## src/rtl/pe_instr_decoder_pkg.sv

```systemverilog
// Shared tile/beat geometry, opcode encodings and instruction layout for the PE decoder.
// Latency: n/a (types and constants only). Backpressure: n/a.
package pe_instr_decoder_pkg;

  localparam int B           = 16;
  localparam int L           = 4;
  localparam int WIDTH       = 8;
  localparam int logB        = 4;
  localparam int logL        = 2;
  localparam int OP_WIDTH    = 3;
  localparam int INSTR_WIDTH = 1 + logB + OP_WIDTH;
  localparam int DATA_W      = L * WIDTH;
  localparam int BEATS       = B / L;
  localparam int CNT_W       = logB - logL;

  localparam logic [CNT_W-1:0] LAST_BEAT = CNT_W'(BEATS - 1);

  localparam logic [OP_WIDTH-1:0] OP_READ_ROW    = 3'b000;
  localparam logic [OP_WIDTH-1:0] OP_READ_COL    = 3'b001;
  localparam logic [OP_WIDTH-1:0] OP_SEND_ROW    = 3'b010;
  localparam logic [OP_WIDTH-1:0] OP_SEND_COL    = 3'b011;
  localparam logic [OP_WIDTH-1:0] OP_PROCESS_ROW = 3'b100;
  localparam logic [OP_WIDTH-1:0] OP_IDLE        = 3'b111;

  typedef enum logic [1:0] {
    SELF_DEP   = 2'd0,
    DOUBLY_DEP = 2'd1,
    ROW_DEP    = 2'd2,
    COL_DEP    = 2'd3
  } dep_t;

  typedef struct packed {
    logic                fwd;
    logic [logB-1:0]     id;
    logic [OP_WIDTH-1:0] op;
  } instr_t;

  // 101 and 110 are the only unassigned codes.
  function automatic logic op_legal(input logic [OP_WIDTH-1:0] op);
    return (op <= OP_PROCESS_ROW) || (op == OP_IDLE);
  endfunction

endpackage

```

## src/rtl/pe_beat_counter.sv

```systemverilog
// Mod-B/L beat position within the current (op, id) run; holds on stall, restarts at 0 on a new run.
// Latency: addr is combinational from count/restart. Backpressure: none, stall is the only hold.
module pe_beat_counter
  import pe_instr_decoder_pkg::*;
(
  input  logic             clk,
  input  logic             reset,
  input  logic             stall,
  input  logic             restart,
  output logic [CNT_W-1:0] addr,
  output logic [CNT_W-1:0] count
);

  logic [CNT_W-1:0] count_nxt;

  assign addr = restart ? '0 : count;

  always_comb begin
    count_nxt = count;
    if (!stall) begin
      count_nxt = (addr == LAST_BEAT) ? '0 : addr + 1'b1;
    end
  end

  always_ff @(posedge clk or negedge reset) begin
    if (!reset) begin
      count <= '0;
    end else begin
      count <= count_nxt;
    end
  end

endmodule

```

## src/rtl/pe_instr_decoder.sv

```systemverilog
// Per-PE instruction receiver: forwards {instr, data} down the chain and decodes local buffer strobes.
// Latency: 1 cycle for pass-through and all strobes. Backpressure: none, one instruction per cycle.
module pe_instr_decoder
  import pe_instr_decoder_pkg::*;
#(
  parameter int unsigned PE_ID = 0
)
(
  input  logic                   clk,
  input  logic                   reset,
  input  logic [INSTR_WIDTH-1:0] instr_in,
  input  logic [DATA_W-1:0]      dIn,
  output logic [INSTR_WIDTH-1:0] instr_out,
  output logic [DATA_W-1:0]      dOut,
  output logic                   row_we,
  output logic                   col_we,
  output logic [CNT_W-1:0]       wr_addr,
  output logic [DATA_W-1:0]      wr_data,
  output logic                   rd_row,
  output logic                   rd_col,
  output logic                   proc_en,
  output logic [CNT_W-1:0]       rd_addr,
  output logic                   fwd_en,
  output logic                   phase_done,
  output logic                   err
);

  instr_t              ins;
  logic [OP_WIDTH-1:0] prev_op;
  logic [logB-1:0]     prev_id;
  logic [CNT_W-1:0]    beat_addr;
  logic [CNT_W-1:0]    beat_count;
  logic                idle;
  logic                legal;
  logic                active;
  logic                same_run;
  logic                match;
  logic                is_read;
  logic                is_sweep;
  logic                last_beat_q;

  assign ins      = instr_t'(instr_in);
  assign idle     = (ins.op == OP_IDLE);
  assign legal    = op_legal(ins.op);
  assign active   = legal && !idle;
  assign same_run = (ins.op == prev_op) && (ins.id == prev_id);
  assign match    = (ins.id == logB'(PE_ID)) && !idle;
  assign is_read  = (ins.op == OP_READ_ROW) || (ins.op == OP_READ_COL);
  assign is_sweep = (ins.op == OP_SEND_ROW) || (ins.op == OP_SEND_COL) ||
                    (ins.op == OP_PROCESS_ROW);

  // Illegal opcodes stall the counter like IDLE so a bad word cannot shift beat alignment.
  pe_beat_counter u_beat_counter (
    .clk     (clk),
    .reset   (reset),
    .stall   (!active),
    .restart (!same_run),
    .addr    (beat_addr),
    .count   (beat_count)
  );

  always_ff @(posedge clk or negedge reset) begin
    if (!reset) begin
      instr_out <= {1'b0, logB'(0), OP_IDLE};
      dOut      <= '1;
      wr_data   <= '0;
    end else begin
      instr_out <= instr_in;
      dOut      <= dIn;
      wr_data   <= dIn;
    end
  end

  always_ff @(posedge clk or negedge reset) begin
    if (!reset) begin
      prev_op <= OP_IDLE;
      prev_id <= '0;
    end else if (active) begin
      prev_op <= ins.op;
      prev_id <= ins.id;
    end
  end

  always_ff @(posedge clk or negedge reset) begin
    if (!reset) begin
      row_we      <= 1'b0;
      col_we      <= 1'b0;
      rd_row      <= 1'b0;
      rd_col      <= 1'b0;
      proc_en     <= 1'b0;
      fwd_en      <= 1'b0;
      wr_addr     <= '0;
      rd_addr     <= '0;
      last_beat_q <= 1'b0;
      phase_done  <= 1'b0;
    end else begin
      row_we      <= active && match && (ins.op == OP_READ_ROW);
      col_we      <= active && match && (ins.op == OP_READ_COL);
      rd_row      <= active && match && (ins.op == OP_SEND_ROW);
      rd_col      <= active && match && (ins.op == OP_SEND_COL);
      proc_en     <= active && (ins.op == OP_PROCESS_ROW);
      fwd_en      <= active && match && is_read && ins.fwd;
      if (active && match && is_read) begin
        wr_addr <= beat_addr;
      end
      if (active && is_sweep) begin
        rd_addr <= beat_addr;
      end
      // Extra stage puts phase_done one cycle behind the final beat's strobe.
      last_beat_q <= active && is_sweep && (ins.id == logB'(B - 1)) &&
                     (beat_addr == LAST_BEAT);
      phase_done  <= last_beat_q;
    end
  end

  always_ff @(posedge clk or negedge reset) begin
    if (!reset) begin
      err <= 1'b0;
    end else if (!legal || (active && !same_run && (beat_count != '0))) begin
      err <= 1'b1;
    end
  end

endmodule

```

## config.mk

```make
export PLATFORM = sky130hd
export DESIGN_NAME = pe_instr_decoder
export DESIGN_NICKNAME = d
export VERILOG_FILES = /design/src/rtl/pe_instr_decoder_pkg.sv /design/src/rtl/pe_beat_counter.sv /design/src/rtl/pe_instr_decoder.sv
export SDC_FILE = /design/constraint.sdc
export NUM_CORES = 1
export LEC_CHECK = 0
export ABC_AREA = 1
export CAP_MARGIN = 20
export CORE_UTILIZATION = 30
export DETAILED_ROUTE_END_ITERATION = 8
export PLACE_DENSITY_LB_ADDON = 0.15
export SYNTH_ARGS = -nofsm -noshare
export SYNTH_HDL_FRONTEND = slang
export SYNTH_SLANG_ARGS = --single-unit
```

## constraint.sdc

```tcl
create_clock -name clk -period 1.5 [get_ports clk]
set_clock_uncertainty 0.05 [all_clocks]
set_input_delay 0.225 -clock clk [delete_from_list [all_inputs] [get_ports clk]]
set_output_delay 0.225 -clock clk [all_outputs]
set_load 0.1 [all_outputs]
```

# == Word-level counts from Yosys, hierarchy flattened ==
# Index checks and enable logic that the tools add are counted.
# W data, S select, Z words.
# word_totals
n_memories,0
in_bits,42
mem_bits_rw,0
rom_bits,0
out_inout_bits,84
latchBits,0
ff_bits,94
# classes
add_sub_neg,1
n_eq_ne,9
multipliers,0
shift,0
mux,2
n_reduce_logical,27
div,0
magnitude_cmp,1
bitwise_logic,0
# op_table
op,n
$logic_and A1 B1 Y1,16
$eq A3 B2 Y1 const B,2
$eq A3 B3 Y1 const B,2
$logic_or A1 B1 Y1,5
$eq A4 B4 Y1,1
$eq A4 B4 Y1 const B,1
$logic_not A4 Y1,1
$mux W2,2
$eq A3 B1 Y1 const B,1
$eq A3 B3 Y1,1
$le A3 B3 Y1 const B,1
$logic_not A1 Y1,3
$logic_not A3 Y1,1
$add A2 B1 Y2 const B,1
$eq A2 B2 Y1 const B,1
$reduce_bool A2 Y1,1

# == Depth between registers and ports, before layout ==
# Gate-level depths: netlist (run 1).
# logic_depth
ltp_word,6
ltp_mapped,11

# == By module ==
# A second synthesis (run 1) with hierarchy kept.
# hier_totals
hier_cells,194
area_unflattened_um2,2840.2
# modules_own_cells
mod,cells_per_inst,area_each_um2,n_inst,seq_area_each_um2
pe_instr_decoder,178,2731.4,1,2349.8
pe_beat_counter,16,108.9,1,50.0

# == Worst setup path after synthesis (run 1) ==
# OpenSTA, ideal clock, no wires.
# synth_path
path_kind,reg-to-reg
from,register prev_op[2]
to,register last_beat_q
path_stages_with_launch,7
period_less_slack_ns,1.536
required_ns,1.349
path_slack_ns,-0.036
arrival_ns,1.385
path_cell_list,dfstp_2 xnor2_1 nand3_2 nor3_1 ha_1 nand3_1 nor4_1
# synth_between
elab_chain_cells,5
# synth_lines
element,line_no,text
"start, declared",pe_instr_decoder.sv:29,logic [OP_WIDTH-1:0] prev_op;
"start signal, assigned",pe_instr_decoder.sv:79,prev_op <= ins.op;
$eq A3 B3 Y1,pe_instr_decoder.sv:46,assign same_run = (ins.op == prev_op) && (ins.id == prev_id);
$logic_and A1 B1 Y1,pe_instr_decoder.sv:46,
$mux W2,pe_beat_counter.sv:16,assign addr = restart ? '0 : count;
net beat_addr[1],pe_instr_decoder.sv:31,logic [CNT_W-1:0] beat_addr;
$eq A2 B2 Y1,pe_instr_decoder.sv:111,(beat_addr == LAST_BEAT);
$logic_and A1 B1 Y1,pe_instr_decoder.sv:110,last_beat_q <= active && is_sweep && (ins.id == logB'(B - 1)) &&
"end signal, assigned",pe_instr_decoder.sv:110,
"end, declared",pe_instr_decoder.sv:40,logic last_beat_q;
# The timed path passes the listed nets, and every way through them passes these cells.
# A chain may end at the register's enable or synchronous reset.

# == Final worst setup path (run 1) ==
# layout_path
from,register prev_op[0]
to,register last_beat_q
# The elaborated chain is that of the path after synthesis.

==> impl_metrics.json, run 1 <==
{
  "ys_warn_count": 0,
  "via_per_inst": 4.07,
  "rows": 35,
  "hold_class": "in -> reg",
  "pwr-share-comb_pct": 26.2,
  "diodes": 0,
  "cts-root-buf": "clkbuf_8",
  "cts.path.max_buffers": 2,
  "die_h_um": 100,
  "yosysSeqAreaShare_pct": 82.9,
  "core_um2": 9280,
  "synth_cell_types": 24,
  "drt-total-wl_um": 6740,
  "vias": 2022,
  "cp-start-kind": "flop",
  "critPathKind": "reg -> reg",
  "fin_ws_ps": -110,
  "die_x_um": 100,
  "synth_cells": 201,
  "outcome": "complete, but fails checks",
  "hpwl_um": 5180,
  "critPathCaptureType": "flop",
  "tns_ps": -122,
  "crit_fanout": 2,
  "ant_nets": 0,
  "drv_cap": 0,
  "reg2reg_depth": 8,
  "synth_top_area_share_pct": 48.4,
  "overflow": 0,
  "startpoint": "prev_op[0]",
  "ioPinCount": 126,
  "clk_pin_slew_ps": 90,
  "grt_usage_pct": 14.2,
  "synth_nets": 244,
  "cts_buffers": 9,
  "synth-main-ff-cell": "dfrtp_1",
  "timing.final.crit_share_pct": 107,
  "power.net_switching_mw": 1.97,
  "firstDrtPassIters": 3,
  "power_frac_clock_pct": 27.5,
  "nets": 406,
  "post-route-drc-count": 0,
  "cts_tree": "done",
  "reg2reg_slack_ps": -110,
  "leakage_nw": 2.61,
  "fillers": 716,
  "violations": "setup timing",
  "yosys.area.top_type": "dfrtp_1",
  "holdPathStages": 1,
  "hold_viol": 0,
  "initial_utilization_pct": 31.2,
  "areaGrowthSynthToFinish_pct": 95.3,
  "sw_frac_of_total_pct": 32.7,
  "ys_top_cells_by_area": "dfrtp_1, dfstp_2, nand2_1",
  "whs_ps": 53.4,
  "antenna_found_initial": 0,
  "crit_arrival_ps": 1810,
  "grt_pass1_wl_um": 10600,
  "min_from": "instr_in[6]",
  "internal-power_mw": 4.07,
  "ys_async_sr_fraction_pct": 100,
  "htree_levels": 3,
  "grt_max_degree": 44,
  "worst_ep_required_time_ps": 1700,
  "finalInstanceArea_um2": 5650,
  "clk_latency_ps": 340,
  "drive_gt1_share_pct": 50.8,
  "wl_per_cell_um": 13.6,
  "fin_crit_ps": 1610,
  "clock.fmax_mhz": 621,
  "grt_setup_unrepaired": "yes",
  "synth-edff-count": 0,
  "port_buffers": 125,
  "final_max_slew_viol_count": 0,
  "ys_ff_latch": 94,
  "vdd_ir_drop_max_v": 0.000455,
  "final_common_cell": "buf_12",
  "initialDrtViolationCount": 26,
  "die_area_um2": 10000,
  "pwr-share-seq_pct": 46.3,
  "reg2reg_from": "prev_op[0]",
  "grt_pass1_vias": 2078,
  "cts.sinks": 94,
  "pwr_density_cell_nw_per_um2": 1070,
  "synth_area_um2": 2890,
  "timing.slew.headroom_pct": 79.1,
  "gp_congestion": 0.782,
  "setup_viol": 2,
  "synth.avg_cell_area_um2": 14.4,
  "placed_area_um2": 5370,
  "preCtsSetupSlack_ps": -396,
  "worst_slew_pin_slew_ps": 314,
  "total_power_mw": 6.04,
  "layout_common_cells": "buf_12, dfrtp_1, nand2_1, dfstp_2, clkdlybuf4s50_1"
}
[worst max-delay path, cell delays in order (launching register included)]
cell	delay, ps
dfstp_2	560
xnor2_2	130
nand2_1	80
nor2_2	140
nand3_2	90
inv_2	70
ha_4	120
nand3_2	60
nor4_2	230
[per-layer routing]
layer / track usage (%) / up-vias / wire [um]
met5: 0 / - / 0
met4: 5.69 / 0 / 82
met3: 3.97 / 7 / 529
met2: 23.5 / 88 / 3340
met1: 17.6 / 982 / 2780
li1: - / 945 / -
[final cells by class]
class,count,area [um^2],area share [%]
Timing Repair Buffer,152,2330,41.2
Inverter,23,86.3,1.53
Tap cell,129,161,2.86
Clock inverter,6,71.3,1.26
Multi-Input combinational cell,83,475,8.41
Clock buffer,10,128,2.26
Sequential cell,94,2400,42.5
[sequential cells by signal (all words and copies together) (netlist names), 2 cells and up]
name,cells
rd_addr,2
wr_addr,2
instr_out,8
wr_data,32
prev_id,4
prev_op,3
u_beat_counter.count,2
dOut,32
[what timing repair did]
action / in CTS / in global routing
setup endpoints to repair: 2 / 6
hold buffers: 1 / 0
pin swaps: 0 / 9
gates resized for setup: 3 / 15
endpoints found under the hold margin: 20 / 0
buffers inserted: 0 / 1
[worst paths after layout]
check                                     to
worst max-delay path             last_beat_q
worst min-delay path            instr_out[6]
worst max register to register   last_beat_q
worst min register to register    phase_done
max in group asynchronous            dOut[3]
min in group asynchronous        wr_data[11]
[logic make-up (layout without fill, tap and decap cells)]
logic type / Yosys count / after routing / share of synthesized area, %
compound gates: 11 / 11 / 2.20
xor+xnor: 2 / 2 / 0.605
fa+ha+maj: 1 / 1 / 0.432
buf+inv: 24 / 191 / 3.16
flops: 94 / 94 / 82.9
simple gates: 69 / 69 / 10.7
[power groups by stage]
stage / Clock [mW] / Sequential (mW) / Combinational (mW)
final: 1.66 / 2.80 / 1.58
after global routing: 1.83 / 2.82 / 1.64
after CTS: 1.74 / 2.80 / 1.58
after detailed placement: 0 / 2.85 / 1.58
after global placement: 0 / 2.84 / 1.57
after floorplan: 0 / 3.56 / 0.104
[synthesized netlist by cell type (2+ instances only)]
cell type   n
dfstp_2    38
nand2_1    41
xnor2_1     2
nor2_1     12
o21ai_0     7
nand3_1     6
inv_2       2
nor3_1      2
dfrtp_1    56
inv_1      21
[metrics by stage]
stage / util [%] / std cells
after detailed placement: 57.9 / 479
final: 60.9 / 497
after global routing: 60.9 / 497
after global placement: 57.9 / 479
after floorplan: - / 201
after CTS: 60.2 / 496
Power figures use the tool's default switching activity.
==> run 2, diff against run 1 <==
--- a/config.mk
+++ b/config.mk
@@ -12,4 +12,5 @@
 export PLACE_DENSITY_LB_ADDON = 0.15
 export SYNTH_ARGS = -nofsm -noshare
 export SYNTH_HDL_FRONTEND = slang
+export SYNTH_HIERARCHICAL = 1
 export SYNTH_SLANG_ARGS = --single-unit
==> impl_metrics.json, run 2 <==
{
  "outcome": "complete, but fails checks",
  "violations": "setup timing",
  "fillers": 716,
  "overflow": 0,
  "htree_levels": 3,
  "fin_ws_ps": -64.7,
  "fin_crit_ps": 1560,
  "firstDrtPassIters": 3,
  "nets": 393,
  "ys_ff_latch": 94,
  "ys_top_cells_by_area": "dfrtp_1, dfstp_2, nand2_1",
  "die_h_um": 99.3,
  "vias": 1937,
  "gp_congestion": 0.843,
  "die_x_um": 99.3,
  "synth_area_um2": 2840,
  "synth_nets": 236,
  "drv_cap": 0,
  "yosys.area.top_type": "dfrtp_1",
  "yosysMostFrequentCell": "dfrtp_1",
  "crit_fanout": 3,
  "reg.largest.list": "dOut (32), wr_data (32), instr_out (8)",
  "met1_length_um": 2630,
  "initialDrtViolationCount": 38,
  "worst_slew_pin_slew_ps": 466,
  "areaGrowthSynthToFinish_pct": 92.7,
  "clock.fmax_mhz": 639,
  "cts-root-buf": "clkbuf_8",
  "ys_async_sr_fraction_pct": 100,
  "critPathCaptureType": "flop",
  "synth_cells": 194,
  "timing.final.crit_share_pct": 104,
  "tns_ps": -125,
  "hpwl_um": 4680,
  "hold_viol": 0,
  "crit_slowest_cell": "dfstp_2",
  "preCtsSetupSlack_ps": -397,
  "synth_cell_types": 22,
  "clk_latency_ps": 360,
  "diodes": 0,
  "synth_top_area_share_pct": 49.3,
  "worst_ep_required_time_ps": 1730,
  "synth-edff-count": 0,
  "leakage_nw": 2.52,
  "met3_length_um": 414,
  "cts_buffers": 9,
  "slowest_delay_ps": 540,
  "layout_common_cells": "buf_12, dfrtp_1, dfstp_2",
  "routed.top_layer": "met4",
  "grt_pass1_wl_um": 9980,
  "wl_per_cell_um": 13.5,
  "setup_viol": 2,
  "initial_utilization_pct": 30.9,
  "pwr_density_cell_nw_per_um2": 1110,
  "final_common_cell": "buf_12",
  "die_area_um2": 9860,
  "post-route-drc-count": 0,
  "grt_pass1_vias": 1927,
  "cp_cell_sequence": "nand2_1, nand2_1, nand3_2, or2_4, inv_2, nand2_2, inv_2, nand4_1, nor3_2",
  "wl_met2_um": 3090,
  "ys_warn_count": 6,
  "critPathKind": "reg -> reg",
  "rows": 35,
  "yosysSeqAreaShare_pct": 84.5,
  "grt_setup_unrepaired": "yes",
  "synth.avg_cell_area_um2": 14.6,
  "dp.cells": 446,
  "cts.path.max_buffers": 2,
  "cts_tree": "done",
  "synth_common_cells": "dfrtp_1, nand2_1, dfstp_2",
  "synth-main-ff-cell": "dfrtp_1",
  "grt_usage_pct": 13.8,
  "drt-total-wl_um": 6320,
  "via_per_inst": 4.15,
  "hold_class": "in -> reg",
  "port_buffers": 125,
  "antenna_found_initial": 0,
  "ant_nets": 0,
  "core_um2": 9200,
  "drive_gt1_share_pct": 50.6,
  "final_max_slew_viol_count": 0,
  "vdd_ir_drop_max_v": 0.000663,
  "clk_pin_slew_ps": 90,
  "ioPinCount": 126,
  "crit_arrival_ps": 1790,
  "finalNonFillerCells": 467,
  "cp-start-kind": "flop",
  "timing.slew.headroom_pct": 68.9,
  "cts.sinks": 94,
  "grt_max_degree": 95
}
## run 2: per-stage QoR
stage | area, um^2 | power, mW | hold slack [ps] | util (%)
after detailed placement | 5200 | 4.44 | 259 | 56.6
after floorplan | 2840 | 3.68 | -121 | -
after global routing | 5470 | 6.32 | 36.7 | 59.5
final | 5470 | 6.07 | 45.1 | 59.5
after global placement | 5200 | 4.42 | 256 | 56.6
after CTS | 5450 | 6.15 | 229 | 59.2
## run 2: cell type report
cell class	instances	area [um^2]	area share [%]
sequential	94	2400	43.8
timing repair buffer	147	2280	41.6
inverter	23	86.3	1.58
multi-input combinational	76	372	6.79
clock buffer	11	141	2.58
tap	111	139	2.54
clock inverter	5	58.8	1.07
## run 2: cell families (layout without fill, tap and decap cells)
group                  count (synthesis)  count (layout)  synth area share, %
AOI/OAI and AO/OA                     16              16                 3.13
buffers and inverters                 24             186                 3.22
DFF                                   94              94                 84.5
and+or+nand+nor                       60              60                 9.16
## run 2: layer usage
metal / GRT usage (%) / up-vias
met5: 0 / -
li1: - / 908
met4: 7.69 / 0
met3: 3.87 / 14
met1: 17.0 / 927
met2: 21.9 / 88
## run 2: where the power goes
part	leakage, nW	switching, mW	internal (mW)
combinational	1.35	1.01	0.577
clock	0.0959	0.855	0.820
sequential	1.08	0.103	2.71
total	2.52	1.96	4.10
## run 2: worst paths after layout
kind                        startpoint      endpoint  slack [ps]  cells past startpoint
setup / recovery            prev_op[0]   last_beat_q         -60                      9
hold / removal             instr_in[6]  instr_out[6]          50                      1
setup reg to reg            prev_op[0]   last_beat_q         -60                      9
hold reg to reg            last_beat_q    phase_done         320                      0
max in group asynchronous        reset      dOut[20]         620                      3
min in group asynchronous        reset   wr_data[11]         400                      3
## run 2: critical path: cells and delay by family (launching register included)
| kind | cells | cell delay, ps |
|---|---|---|
| buf+inv | 2 | 120 |
| simple gates | 7 | 780 |
| flops | 1 | 540 |
## run 2: repair_timing
| item | CTS | global route |
|---|---|---|
| endpoints found under the hold margin | 56 | 0 |
| setup buffers | 3 | 1 |
| pin swaps | 7 | 4 |
| resized for setup | 3 | 8 |
| hold buffers | 1 | 0 |
| setup endpoints to repair | 5 | 6 |
==> run 3, diff against run 2 <==
--- a/config.mk
+++ b/config.mk
@@ -7,8 +7,10 @@
 export LEC_CHECK = 0
 export ABC_AREA = 1
 export CAP_MARGIN = 20
+export CORE_MARGIN = 4
 export CORE_UTILIZATION = 30
 export DETAILED_ROUTE_END_ITERATION = 8
+export DONT_BUFFER_PORTS = 1
 export PLACE_DENSITY_LB_ADDON = 0.15
 export SYNTH_ARGS = -nofsm -noshare
 export SYNTH_HDL_FRONTEND = slang
==> impl_metrics.json, run 3 (same netlist as run 2, synthesis figures left out) <==
{
  "die_x_um": 105,
  "crit_top_cell": "nand2_2",
  "vdd_ir_drop_max_v": 0.000458,
  "timing.slew.headroom_pct": 67.4,
  "final_common_cell": "dfrtp_1",
  "cts_buffers": 9,
  "crit_slowest_cell": "dfstp_2",
  "reg.largest.list": "dOut (32), wr_data (32), instr_out (8)",
  "worst_slew_pin_slew_ps": 491,
  "sw_frac_of_total_pct": 32.2,
  "diodes": 0,
  "pwr_density_cell_nw_per_um2": 1310,
  "die_h_um": 105,
  "timing.final.crit_share_pct": 103,
  "leakage_nw": 1.97,
  "grt_pass1_vias": 1828,
  "crit_arrival_ps": 1740,
  "hpwl_um": 3990,
  "fillers": 836,
  "ant_nets": 0,
  "ioPinCount": 126,
  "whs_ps": -483,
  "critPathCaptureType": "flop",
  "gp_congestion": 0.750,
  "slowest_delay_ps": 550,
  "crit_buf_inv": 4,
  "final_max_slew_viol_count": 0,
  "antenna_found_initial": 0,
  "hold_class": "in -> async",
  "grt_setup_unrepaired": "yes",
  "cpLargestDelayFamily": "flip-flops",
  "total_power_mw": 5.64,
  "outcome": "complete, but fails checks",
  "clock.fmax_mhz": 645,
  "cp_cell_sequence": "nand2_2, nand2_2, nand3_2, or2_4, inv_2, nand2_2, inv_2, buf_4, buf_6, o21ai_2",
  "crit_fanout": 3,
  "post-route-drc-count": 0,
  "worst_ep_required_time_ps": 1690,
  "htree_levels": 3,
  "drt-total-wl_um": 6180,
  "port_buffers": 0,
  "hold_viol": 95,
  "initialDrtViolationCount": 27,
  "pwr-share-seq_pct": 55.5,
  "cp-start-kind": "flop",
  "violations": "hold timing, setup timing",
  "setup_viol": 4,
  "grt_usage_pct": 11.4,
  "rows": 35,
  "cp_num_cells": 10,
  "core_um2": 9240,
  "fin_ws_ps": -49.4,
  "pwr-share-comb_pct": 14.4,
  "grt_max_degree": 95,
  "clk_latency_ps": 340,
  "initial_utilization_pct": 30.7,
  "drive_gt1_share_pct": 42.8,
  "drv_cap": 0,
  "cts.sinks": 94,
  "die_area_um2": 11100,
  "internal-power_mw": 3.82,
  "clk_pin_slew_ps": 90,
  "critPathKind": "reg -> reg",
  "grt_pass1_wl_um": 9760,
  "fin_crit_ps": 1550,
  "firstDrtPassIters": 4,
  "areaGrowthSynthToFinish_pct": 51.2,
  "cts-root-buf": "clkbuf_8",
  "reg2reg_depth": 10,
  "cts.path.max_buffers": 2,
  "via_per_inst": 4.01,
  "overflow": 0,
  "utilization_pct": 46.5,
  "cts_tree": "done",
  "power_frac_clock_pct": 30.1,
  "layout_common_cells": "dfrtp_1, buf_4, dlygate4sd3_1",
  "wl_per_cell_um": 13.8,
  "vias": 1794,
  "power.net_switching_mw": 1.82,
  "nets": 355
}
==> run 3: cell types whose count changed in the layout (fill, tap and decap cells not counted), moves of 26 or more <==
cell             delta
buf_12             -85
buf_4              +34
clkdlybuf4s50_1    -37
dfstp_2            -26
dfstp_4            +26
dlygate4sd3_1      +50
==> run 3: per-stage QoR <==
stage               cell area (um^2)  hold slack (ps)  setup TNS [ps]  instances  setup WS [ps]
floorplan                       2840             -121               0        194           45.2
global placement                3390             -118           -21.0        375          -21.0
detailed placement              3390             -118           -50.1        375          -50.1
CTS                             4200             -516           -53.7        441          -53.7
global route                    4290             -521            -574        447           -161
finish                          4290             -483            -130        447          -49.4
==> run 3: cell type report <==
class	count	area (um^2)	share of cell area [%]
clock buffer	12	155	3.61
clock inverter	4	55.1	1.28
inverter	23	86.3	2.01
multi-input combinational	76	379	8.83
sequential	94	2500	58.2
tap	129	161	3.76
timing repair buffer	109	960	22.3
==> run 3: routing by layer <==
metal	up-vias	GRT usage, %	part of all wire (%)
li1	828	-	-
met1	862	14.1	42
met2	90	17.6	48
met3	14	3.98	7.9
met4	0	6.00	2.1
met5	-	0	0
==> run 3: power groups by stage <==
| stage | clock [mW] | sequential (mW) | combinational, mW |
|---|---|---|---|
| 4_1_cts | 1.78 | 3.13 | 0.787 |
| 3_3_place_gp | 0 | 3.15 | 0.667 |
| 6_report | 1.70 | 3.13 | 0.809 |
| 3_5_place_dp | 0 | 3.15 | 0.666 |
| 2_1_floorplan | 0 | 3.59 | 0.0907 |
| 5_1_grt | 1.88 | 3.15 | 0.847 |
==> run 3: what timing repair did <==
| action | in CTS | in global routing |
|---|---|---|
| setup endpoints to repair | 26 | 10 |
| gates resized for setup | 25 | 18 |
| hold buffers | 50 | 3 |
| hold endpoints to repair | 180 | 98 |
| setup buffers | 0 | 3 |
| pin swaps | 6 | 11 |
==> run 3: final timing paths <==
check / start / end / slack [ps]
max: prev_op[2] / u_beat_counter/count[0] / -50
min: reset / wr_data[22] / -480
max reg2reg: prev_op[2] / u_beat_counter/count[0] / -50
min reg2reg: last_beat_q / phase_done / 310
max in group asynchronous: reset / dOut[1] / 1680
min in group clk: instr_in[6] / last_beat_q / -10
==> run 3: worst reg2reg max path: stages, from the launching register on <==
cell and delay [ps]:
dfstp_2 550, nand2_2 60, nand2_2 60, nand3_2 80
or2_4 270, inv_2 50, nand2_2 40, inv_2 70
buf_4 110, buf_6 80, o21ai_2 40
